$ cat src/rtl/mel_frame_sequencer.sv
// Mel frame sequencer: streams power-spectrum bins one frame at a time into the mel filterbank.
// Latency: one registered cycle from an accepted bin to mf_di_en/mf_data/mf_* tags.
// Backpressure: s_ready is high only in RUN; it stays low while a frame result is outstanding.
module mel_frame_sequencer #(
  parameter int I_BW       = 14,
  parameter int N_BINS     = 513,
  parameter int MAX_FRAMES = 89,
  parameter int FRAME_W    = 7,
  parameter int BIN_W      = 10,
  parameter int TIMEOUT    = 4096
) (
  input  logic                   clk,
  input  logic                   rst,
  input  logic                   start,
  input  logic                   abort,
  input  logic [FRAME_W:0]       num_frames,
  input  logic                   s_valid,
  input  logic signed [I_BW-1:0] s_data,
  output logic                   s_ready,
  output logic signed [I_BW-1:0] mf_data,
  output logic                   mf_di_en,
  output logic [BIN_W-1:0]       mf_bin_idx,
  output logic [FRAME_W-1:0]     mf_frame_idx,
  output logic                   mf_first,
  output logic                   mf_last,
  input  logic                   mf_do_en,
  input  logic [FRAME_W-1:0]     mf_out_frame,
  output logic                   frame_done,
  output logic                   busy,
  output logic                   done,
  output logic                   err
);

  typedef enum logic [1:0] {IDLE, RUN, WAIT_OUT} state_t;

  localparam int                WD_W     = $clog2(TIMEOUT + 1);
  localparam logic [BIN_W-1:0]  LAST_BIN = BIN_W'(N_BINS - 1);
  localparam logic [FRAME_W:0]  MAX_NF   = (FRAME_W + 1)'(MAX_FRAMES);
  localparam logic [WD_W-1:0]   WD_LAST  = WD_W'(TIMEOUT - 1);

  state_t           state;
  logic [BIN_W-1:0] bin_cnt;
  logic [FRAME_W-1:0] frame_cnt;
  logic [FRAME_W:0] nf_q;
  logic [WD_W-1:0]  wdog;
  logic             xfer;
  logic             last_frame;

  // A bin is taken only while streaming; abort blocks a same-cycle transfer so nothing is half-sent.
  assign s_ready    = (state == RUN) && !abort;
  assign xfer       = s_valid && s_ready;
  assign busy       = (state != IDLE);
  assign last_frame = (({1'b0, frame_cnt} + 1'b1) == nf_q);

  // Control FSM with all filterbank-facing and status outputs registered.
  always_ff @(posedge clk or negedge rst) begin
    if (!rst) begin
      state        <= IDLE;
      bin_cnt      <= '0;
      frame_cnt    <= '0;
      nf_q         <= '0;
      wdog         <= '0;
      mf_data      <= '0;
      mf_di_en     <= 1'b0;
      mf_bin_idx   <= '0;
      mf_frame_idx <= '0;
      mf_first     <= 1'b0;
      mf_last      <= 1'b0;
      frame_done   <= 1'b0;
      done         <= 1'b0;
      err          <= 1'b0;
    end else begin
      mf_di_en   <= 1'b0;
      frame_done <= 1'b0;
      done       <= 1'b0;
      if (abort) begin
        // abort drops the run without pulses and leaves err as it was
        state     <= IDLE;
        bin_cnt   <= '0;
        frame_cnt <= '0;
        wdog      <= '0;
      end else begin
        // a filterbank result with no frame outstanding is a protocol error
        if (mf_do_en && (state != WAIT_OUT)) err <= 1'b1;
        case (state)
          IDLE: begin
            if (start) begin
              if (num_frames == '0) begin
                err <= 1'b1;
              end else begin
                state     <= RUN;
                bin_cnt   <= '0;
                frame_cnt <= '0;
                wdog      <= '0;
                if (num_frames > MAX_NF) begin
                  nf_q <= MAX_NF;
                  err  <= 1'b1;
                end else begin
                  nf_q <= num_frames;
                  // start clears err, but a stray result in the same cycle still counts
                  err  <= mf_do_en;
                end
              end
            end
          end
          RUN: begin
            if (xfer) begin
              mf_di_en     <= 1'b1;
              mf_data      <= s_data;
              mf_bin_idx   <= bin_cnt;
              mf_frame_idx <= frame_cnt;
              mf_first     <= (bin_cnt == '0);
              mf_last      <= (bin_cnt == LAST_BIN);
              if (bin_cnt == LAST_BIN) begin
                bin_cnt <= '0;
                wdog    <= '0;
                state   <= WAIT_OUT;
              end else begin
                bin_cnt <= bin_cnt + 1'b1;
              end
            end
          end
          WAIT_OUT: begin
            if (mf_do_en) begin
              // a mismatched frame tag is flagged but the sequence carries on
              if (mf_out_frame != frame_cnt) err <= 1'b1;
              frame_done <= 1'b1;
              wdog       <= '0;
              if (last_frame) begin
                done      <= 1'b1;
                frame_cnt <= '0;
                state     <= IDLE;
              end else begin
                frame_cnt <= frame_cnt + 1'b1;
                state     <= RUN;
              end
            end else if (wdog == WD_LAST) begin
              err       <= 1'b1;
              frame_cnt <= '0;
              wdog      <= '0;
              state     <= IDLE;
            end else begin
              wdog <= wdog + 1'b1;
            end
          end
          default: state <= IDLE;
        endcase
      end
    end
  end

endmodule
$ cat config.mk
export PLATFORM = sky130hd
export DESIGN_NAME = mel_frame_sequencer
export DESIGN_NICKNAME = d
export VERILOG_FILES = /design/src/rtl/mel_frame_sequencer.sv
export SDC_FILE = /design/constraint.sdc
export NUM_CORES = 1
export LEC_CHECK = 0
export BUFFER_PORTS_ARGS = -buffer_cell sky130_fd_sc_hd__buf_2
export CORE_MARGIN = 4
export CORE_UTILIZATION = 55
export CTS_CLUSTER_DIAMETER = 30
export DETAILED_ROUTE_END_ITERATION = 10
export PLACE_DENSITY_LB_ADDON = 0.12
export SYNTH_ARGS = -nofsm -noshare
export SYNTH_HDL_FRONTEND = slang
export SYNTH_SLANG_ARGS = --single-unit
$ cat constraint.sdc
create_clock -name clk -period 2.2 [get_ports clk]
set_input_delay 0 -clock clk [delete_from_list [all_inputs] [get_ports clk]]
set_output_delay 0 -clock clk [all_outputs]
set_load 0.02 [all_outputs]
# Word-level counts from Yosys, hierarchy flattened
# Cells that the tools add are included.
# classes
add_sub_neg	4
order_cmp	1
n_eq_ne	12
muxes	49
bitwise	2
n_reduce_logical	17
# ops
cell	count
$mux 13	7
$mux 10	5
$mux 7	6
$pmux 13 s3	1
$pmux 10 s2	1
$mux 1	18
$mux 2	7
$pmux 7 s2	1
$add 13x1->13 const B	1
$eq 13x12->1 const B	1
$reduce_and 4->1	3
$add 10x1->10 const B	1
$eq 10x10->1 const B	1
$logic_not 10->1	1
$reduce_and 5->1	2
$ne 3x3->1 const B	3
$add 7x1->8 const B	1
$eq 8x8->1	1
$gt 8x7->1 const B	1
$logic_not 8->1	1
$mux 8	1
$add 7x1->7 const B	1
$ne 7x7->1	1
$pmux 2 s3	1
14 further kinds	18
# totals
ff_bits	77
input_bits	35
wordCells	99

# Logic depth before layout (Yosys ltp)
# Gate-level depths: netlist of run 1.
# depth
depth_word	6
depth_mapped	9
ltp_nobuf	8

# Worst setup path before layout of run 1
# No wires, ideal clock.
# synth_path
kind	register to register
from	reg bin_cnt[0]
to	reg wdog[11]
setup_time_ns	0.128
arrival_time_ns	1.810
setup_slack_ns	0.262
stages_incl_launch_ff	10
synth_period_minus_slack_ns	1.938
cell_sequence	dfrtp_1 -> inv_1 -> ha_1 -> nor4b_2 -> a31oi_2 -> a21o_1 -> a21o_2 -> buf_6 -> o21ai_0 -> o31ai_1
# synth_via
elab_chain_len	3
# synth_lines
item	line	source
from (decl)	42	logic [BIN_W-1:0] bin_cnt;
from (signal assigned)	119	bin_cnt <= bin_cnt + 1'b1;
$eq 10x10->1	114	if (bin_cnt == LAST_BIN) begin
$ne 3x2->1 (no source line)	--	
$reduce_and 5->1 (no source line)	--	
to (signal assigned)	143	wdog <= wdog + 1'b1;
to (decl)	45	logic [WD_W-1:0] wdog;
# No other way between the ends.
# A chain may end at the register's enable or synchronous reset.

# Final worst setup path of run 1
# layout_path
from	reg bin_cnt[0]
to	reg wdog[3]
# Same word-level chain as after synthesis.

==> flow_metrics.env, run 1 <==
export IMPL_outcome="finished clean"
export IMPL_setup_viol=0
export IMPL_max_stage_delay_ns=0.44
export IMPL_fmax_mhz=490
export IMPL_hold_violations=0
export IMPL_tightest_slew_ns=0.652
export IMPL_synthCells=335
export IMPL_vias_per_cell=5.67
export IMPL_grt_pass1_wl_um=14400
export IMPL_post_dp_hpwl_um=5850
export IMPL_min_period_ns=2.04
export IMPL_cts_sinks=77
export IMPL_detail_route_wl_per_cell_um=16.5
export IMPL_die_area_um2=8320
export IMPL_cts_buffer_depth=2
export IMPL_critPathKind="reg -> reg"
export IMPL_clockRootBuffer="clkbuf_8"
export IMPL_fp_dieW_um=91.2
export IMPL_fin_nets=481
export IMPL_crit_path_top_delay_cell="dfrtp_1"
export IMPL_min_from="num_frames[6]"
export IMPL_antenna_found_initial=0
export IMPL_reg2reg_slack_ns=0.16
export IMPL_skew_ns=0.00896
export IMPL_cts_max_level=3
export IMPL_synth_edff_count=0
export IMPL_drt_pass1_iterations=4
export IMPL_grt_pass1_vias=2983
export IMPL_synth_area_per_cell_um2=11.4
export IMPL_initial_utilization=0.564
export IMPL_grtUsageTotal=0.217
export IMPL_min_path_type="in -> reg"
export IMPL_async_flop_share=1.00
export IMPL_pre_cts_slack_ns=0.0664
export IMPL_p_per_area_nw_per_um2=922
export IMPL_whs_endpoint="nf_q[5]"
export IMPL_maxCapViolations=0
export IMPL_rr_endpoint="wdog[3]"
export IMPL_max_slew_margin_rel=0.565
export IMPL_setup_slack_ns=0.159
export IMPL_final_core_util=0.703
export IMPL_ys_types=61
export IMPL_crit_top_cell="o21ai_0"
export IMPL_netlist_area_um2=3810
export IMPL_rsz0062_at_grt="no"
export IMPL_syn_to_final_growth_pct=24.6
export IMPL_grt_max_degree=52
export IMPL_crit_chain="inv_1, ha_1, nor4b_4, a31oi_4, a21o_1, a21o_4, o21ai_0, o21ai_0"
export IMPL_drtAntennaViolNets=0
export IMPL_yosysSeqAreaShare=0.506
export IMPL_ios=74
export IMPL_drv_slew=0
export IMPL_yosysWarnings=0
export IMPL_grt_ovfl_total=0
export IMPL_final_period_utilization=0.928
export IMPL_antennaDiodeCount=0
export IMPL_cp_required_ns=2.42
export IMPL_cts_tree="done"
export IMPL_drc=0
export IMPL_die_y_um=91.2
export IMPL_setup_tns_ns=0
export IMPL_drtIter0Drc=128
export IMPL_r2r_cells=8
export IMPL_ys_ff_latch=77
export IMPL_clock_latency_ns=0.34
export IMPL_final_layout_size_suffix_gt1_frac=0.336
export IMPL_path_max_fanout=13
export IMPL_num_vias=2989
export IMPL_cts_buffers=9
export IMPL_crit_path_end_kind="flip-flop"
export IMPL_place_gp_congestion=0.853
export IMPL_path_clk_slew_ns=0.08
export IMPL_row_count=30
export IMPL_synth_nets=374
export IMPL_p_leak_uw=0.00226
export IMPL_hold_depth=3
export IMPL_port_buffers=73
export IMPL_cp_start_kind="flip-flop"
export IMPL_r2r_start="bin_cnt[0]"
export IMPL_stdcell_count=527
export IMPL_dpl_cell_count=485
export IMPL_dominantRegCellSynth="dfrtp_1"
export IMPL_irDropWorstVdd_uv=625
export IMPL_routed_wl_um=8670
export IMPL_arrival_ns=2.26
export IMPL_coreArea_um2=6760
power by group:
| part | internal [uW] | leakage (uW) | switching (uW) | total (uW) |
|---|---|---|---|---|
| Sequential | 1670 | 0.00102 | 192 | 1860 |
| Combinational | 640 | 0.00114 | 825 | 1470 |
| Clock | 518 | 0.0000987 | 529 | 1050 |
through the flow:
| step | total power (uW) | hold WS, ns | instance area [um2] |
|---|---|---|---|
| after floorplan | 2820 | -0.296 | 3810 |
| after detailed placement | 3270 | 0.0783 | 4280 |
| after CTS | 4360 | 0.124 | 4720 |
| after global placement | 3230 | 0.0744 | 4280 |
| after global routing | 4630 | 0.135 | 4750 |
| final | 4380 | 0.134 | 4750 |
critical path: cells and delay by family, from the launching register on:
kind                       cells  cell delay, ns
AOI/OAI and AO/OA              5            0.90
DFF                            1            0.44
and+or+nand+nor                1            0.30
adders and majority gates      1            0.16
buffers and inverters          1            0.11
logic make-up after synthesis:
kind of cell,Yosys count,synth area share
AOI/OAI and AO/OA,72,0.135
adders and majority gates,4,0.0131
DFF,77,0.506
xor gates and xnor gates,26,0.0598
muxes,33,0.0972
and+or+nand+nor,102,0.154
buffers and inverters,21,0.0361
synth_stat cells (4+ instances only):
library cell / count / share of area
mux2_2: 32 / 0.095
ha_1: 4 / 0.013
nor3_1: 6 / 0.0079
xor2_1: 12 / 0.028
nor2b_1: 4 / 0.0066
nor2_1: 24 / 0.024
o21a_1: 4 / 0.0079
nand2_1: 19 / 0.019
nand4_1: 11 / 0.018
a21oi_1: 5 / 0.0066
buf_2: 4 / 0.0053
a21o_1: 4 / 0.0079
dfrtp_1: 77 / 0.51
xnor2_1: 14 / 0.032
o31ai_1: 5 / 0.0099
o21ai_0: 25 / 0.033
nand3_1: 9 / 0.012
inv_1: 7 / 0.0069
and3_1: 7 / 0.011
layout by cell type (no fill, tap or decap), drive strengths merged, types with 3 or more instances in the layout:
cell type    instances
nand3               11
a21oi                5
a22o                 3
inv                  7
mux2                32
a21o                 5
nor4                 3
o22a                 3
nor2b                4
o21a                 4
nand2               19
xnor2               14
nand4               12
o21ai               28
nor3                 6
nor2                24
clkbuf               9
dlygate4sd3         25
nand2b               4
o31ai                7
and2                 3
and3                 7
xor2                12
ha                   4
dfrtp               77
clkinv               5
buf                 85
timing repair:
action | in CTS | in global routing
hold buffers | 25 | 0
setup buffers | 0 | 1
setup endpoints to repair | 0 | 11
endpoints found under the hold margin | 73 | 0
resized for setup | 0 | 6
routing by layer:
| metal | vias up | GRT usage | routed length [um] |
|---|---|---|---|
| li1 | 1431 | - | - |
| met1 | 1471 | 0.290 | 3980 |
| met2 | 72 | 0.348 | 4150 |
| met3 | 15 | 0.0365 | 367 |
| met4 | 0 | 0.0955 | 178 |
| met5 | - | 0 | 0 |
registers in the layout (all words and copies together) (netlist names):
name and count:
mf_data 14, wdog 13, bin_cnt 10, mf_bin_idx 10
nf_q 8, frame_cnt 7, mf_frame_idx 7, state 2
done 1, err 1, frame_done 1, mf_di_en 1
mf_first 1, mf_last 1
worst max path at each step:
| stage | from | end | slack (ns) |
|---|---|---|---|
| floorplan | bin_cnt[0] | wdog[11] | 0.26 |
| global placement | bin_cnt[0] | wdog[7] | 0.22 |
| detailed placement | bin_cnt[0] | wdog[3] | 0.07 |
| CTS | bin_cnt[0] | wdog[3] | 0.07 |
| global route | frame_cnt[1] | frame_cnt[6] | 0.02 |
| finish | bin_cnt[0] | wdog[3] | 0.16 |
cell type report:
class / instances / area, um2
fillers: 532 / 2010
flip-flops and latches: 77 / 1930
multi-input cells: 237 / 1770
repair buffers: 110 / 733
clock buffers: 9 / 124
well taps: 80 / 100
clock inverters: 7 / 66.3
inverters: 7 / 26.3
(Power assumes the default switching activity.)
==> inputs of run 2 (changes only) <==
==> constraint.sdc (replaced) <==
create_clock -name clk -period 1.95 [get_ports clk]
set_input_delay 0 -clock clk [delete_from_list [all_inputs] [get_ports clk]]
set_output_delay 0 -clock clk [all_outputs]
set_load 0.02 [all_outputs]
==> run 2 against run 1 <==
Net effect:
- register-to-register slack got worse by 0.15 ns
- via count rose by 3.2%
- largest power group unchanged
- routed wire length rose by 4.2%
- clock power rose by 29%
- fmax rose by 5.1%
- first-iteration DRC count rose by 30%
- clock-buffer cell count did not move
- worst setup slack got worse by 0.15 ns
- power rose by 21%
- final area rose by 5.9%
- critical path type unchanged
- sequential share of layout area fell by 2.2 points
==> flow_metrics.env, run 2 (synthesis results as in run 1) <==
export IMPL_outcome="finished clean"
export IMPL_critPathKind="reg -> reg"
export IMPL_p_per_area_nw_per_um2=1050
export IMPL_maxCapViolations=0
export IMPL_coreArea_um2=6760
export IMPL_cp_start_kind="flip-flop"
export IMPL_cts_tree="done"
export IMPL_crit_path_start="frame_cnt[1]"
export IMPL_irDropWorstVdd_uv=814
export IMPL_layout_common_cells="dfrtp_1 (74), buf_2 (72), buf_4 (35)"
export IMPL_final_period_utilization=0.996
export IMPL_final_layout_size_suffix_gt1_frac=0.401
export IMPL_cts_sinks=77
export IMPL_antenna_found_initial=0
export IMPL_p_sw_uw=1840
export IMPL_fp_dieW_um=91.2
export IMPL_fin_nets=505
export IMPL_sw_frac_of_total=0.349
export IMPL_grt_ovfl_total=0
export IMPL_drtAntennaViolNets=0
export IMPL_power_frac_clock=0.255
export IMPL_row_count=30
export IMPL_cts_buffer_depth=2
export IMPL_max_slew_margin_rel=0.584
export IMPL_min_path_type="in -> reg"
export IMPL_rsz0062_at_grt="yes"
export IMPL_largest_register="mf_data"
export IMPL_path_clk_slew_ns=0.08
export IMPL_r2r_start="frame_cnt[1]"
export IMPL_min_period_ns=1.94
export IMPL_stdcell_count=551
export IMPL_num_vias=3086
export IMPL_skew_ns=0.00795
export IMPL_grt_max_degree=41
export IMPL_path_max_fanout=4
export IMPL_reg_largest_list="mf_data x14, wdog x13"
export IMPL_clockRootBuffer="clkbuf_8"
export IMPL_initial_utilization=0.564
export IMPL_setup_slack_ns=0.00796
export IMPL_die_y_um=91.2
export IMPL_clock_latency_ns=0.36
export IMPL_cp_required_ns=2.20
export IMPL_port_buffers=73
export IMPL_antennaDiodeCount=0
export IMPL_ios=74
export IMPL_fmax_mhz=515
export IMPL_place_gp_congestion=0.913
export IMPL_grt_pass1_wl_um=15900
export IMPL_seq_power_share=0.399
export IMPL_cts_buffers=9
export IMPL_pre_cts_slack_ns=-0.0148
export IMPL_largest_reg_flops=14
export IMPL_cts_max_level=3
export IMPL_drc=0
export IMPL_setup_viol=0
export IMPL_tightest_slew_ns=0.618
export IMPL_num_fill_cells=466
export IMPL_detail_route_wl_per_cell_um=16.4
export IMPL_ff_latch_area_um2=1930
export IMPL_drtIter0Drc=167
export IMPL_post_dp_hpwl_um=6280
export IMPL_syn_to_final_growth_pct=31.9
export IMPL_multiInputGateArea_um2=1830
export IMPL_min_from="start"
export IMPL_final_core_util=0.744
export IMPL_final_common_cell="dfrtp_1"
export IMPL_p_int_uw=3440
export IMPL_routed_wl_um=9040
export IMPL_drt_pass1_iterations=4
export IMPL_arrival_ns=2.20
export IMPL_hold_violations=0
export IMPL_crit_path_end_kind="flip-flop"
export IMPL_whs_ns=0.0911
export IMPL_grt_pass1_vias=3375
export IMPL_vias_per_cell=5.60
export IMPL_die_area_um2=8320
export IMPL_drv_slew=0
export IMPL_pwr_share_comb=0.345
export IMPL_grtUsageTotal=0.237
export IMPL_p_leak_uw=0.00240
export IMPL_dpl_cell_count=502
==> run 2: changes by cell type in the layout (fill, tap and decap cells not counted), moves of 3 or more <==
cell / delta
nor2_1: -3
nor2_2: +3
buf_4: +24
clkinv_2: -3
o21ai_0: -3
dfrtp_1: -3
dfrtp_2: +3
==> run 2: power groups by stage <==
stage	Combinational [uW]	Sequential [uW]	Clock [uW]
2_1_floorplan	837	2340	0
3_3_place_gp	1600	2100	0
3_5_place_dp	1640	2130	0
4_1_cts	1710	2100	1360
5_1_grt	1980	2160	1440
6_report	1820	2110	1350
==> run 2: through the flow <==
stage               instance area (um2)  total power, uW  setup TNS [ns]
finish                             5030             5280               0
global route                       5030             5580          -0.616
CTS                                4900             5170               0
detailed placement                 4400             3770         -0.0162
global placement                   4400             3700               0
floorplan                          3810             3180               0
==> run 2: area by class of cell <==
class | instances | area share
clock buffers | 9 | 0.0246
clock inverters | 7 | 0.0194
inverters | 7 | 0.00523
multi-input cells | 237 | 0.365
flip-flops and latches | 77 | 0.384
well taps | 80 | 0.0199
repair buffers | 134 | 0.182
==> run 2: final timing paths <==
kind	cells after the start	slack (ns)	endpoint
hold reg to reg	1	0.48	wdog[8]
min in group asynchronous	2	0.14	mf_frame_idx[1]
setup reg to reg	7	0.008	frame_cnt[6]
max in group asynchronous	3	1.23	frame_cnt[2]
hold / removal	4	0.09	err
setup / recovery	7	0.008	frame_cnt[6]
==> run 2: routing by layer <==
metal | share of wire | GRT usage | vias to the layer above
met5 | 0 | 0 | -
met4 | 0.018 | 0.0980 | 0
met3 | 0.047 | 0.0572 | 14
met2 | 0.51 | 0.401 | 67
met1 | 0.43 | 0.289 | 1522
li1 | - | - | 1483
==> run 2: critical path, stage by stage (launching register included) <==
cell	delay (ns)
dfrtp_2	0.44
ha_4	0.26
xnor2_2	0.14
nand2_2	0.08
nor4_4	0.32
nand4_2	0.17
a31o_1	0.25
a21o_1	0.16
==> run 2: repair_timing <==
action,CTS,global route
resized for setup,4,22
hold endpoints to repair,60,0
hold buffers,25,0
pin swaps,0,14
setup endpoints to repair,12,25
setup buffers,1,7
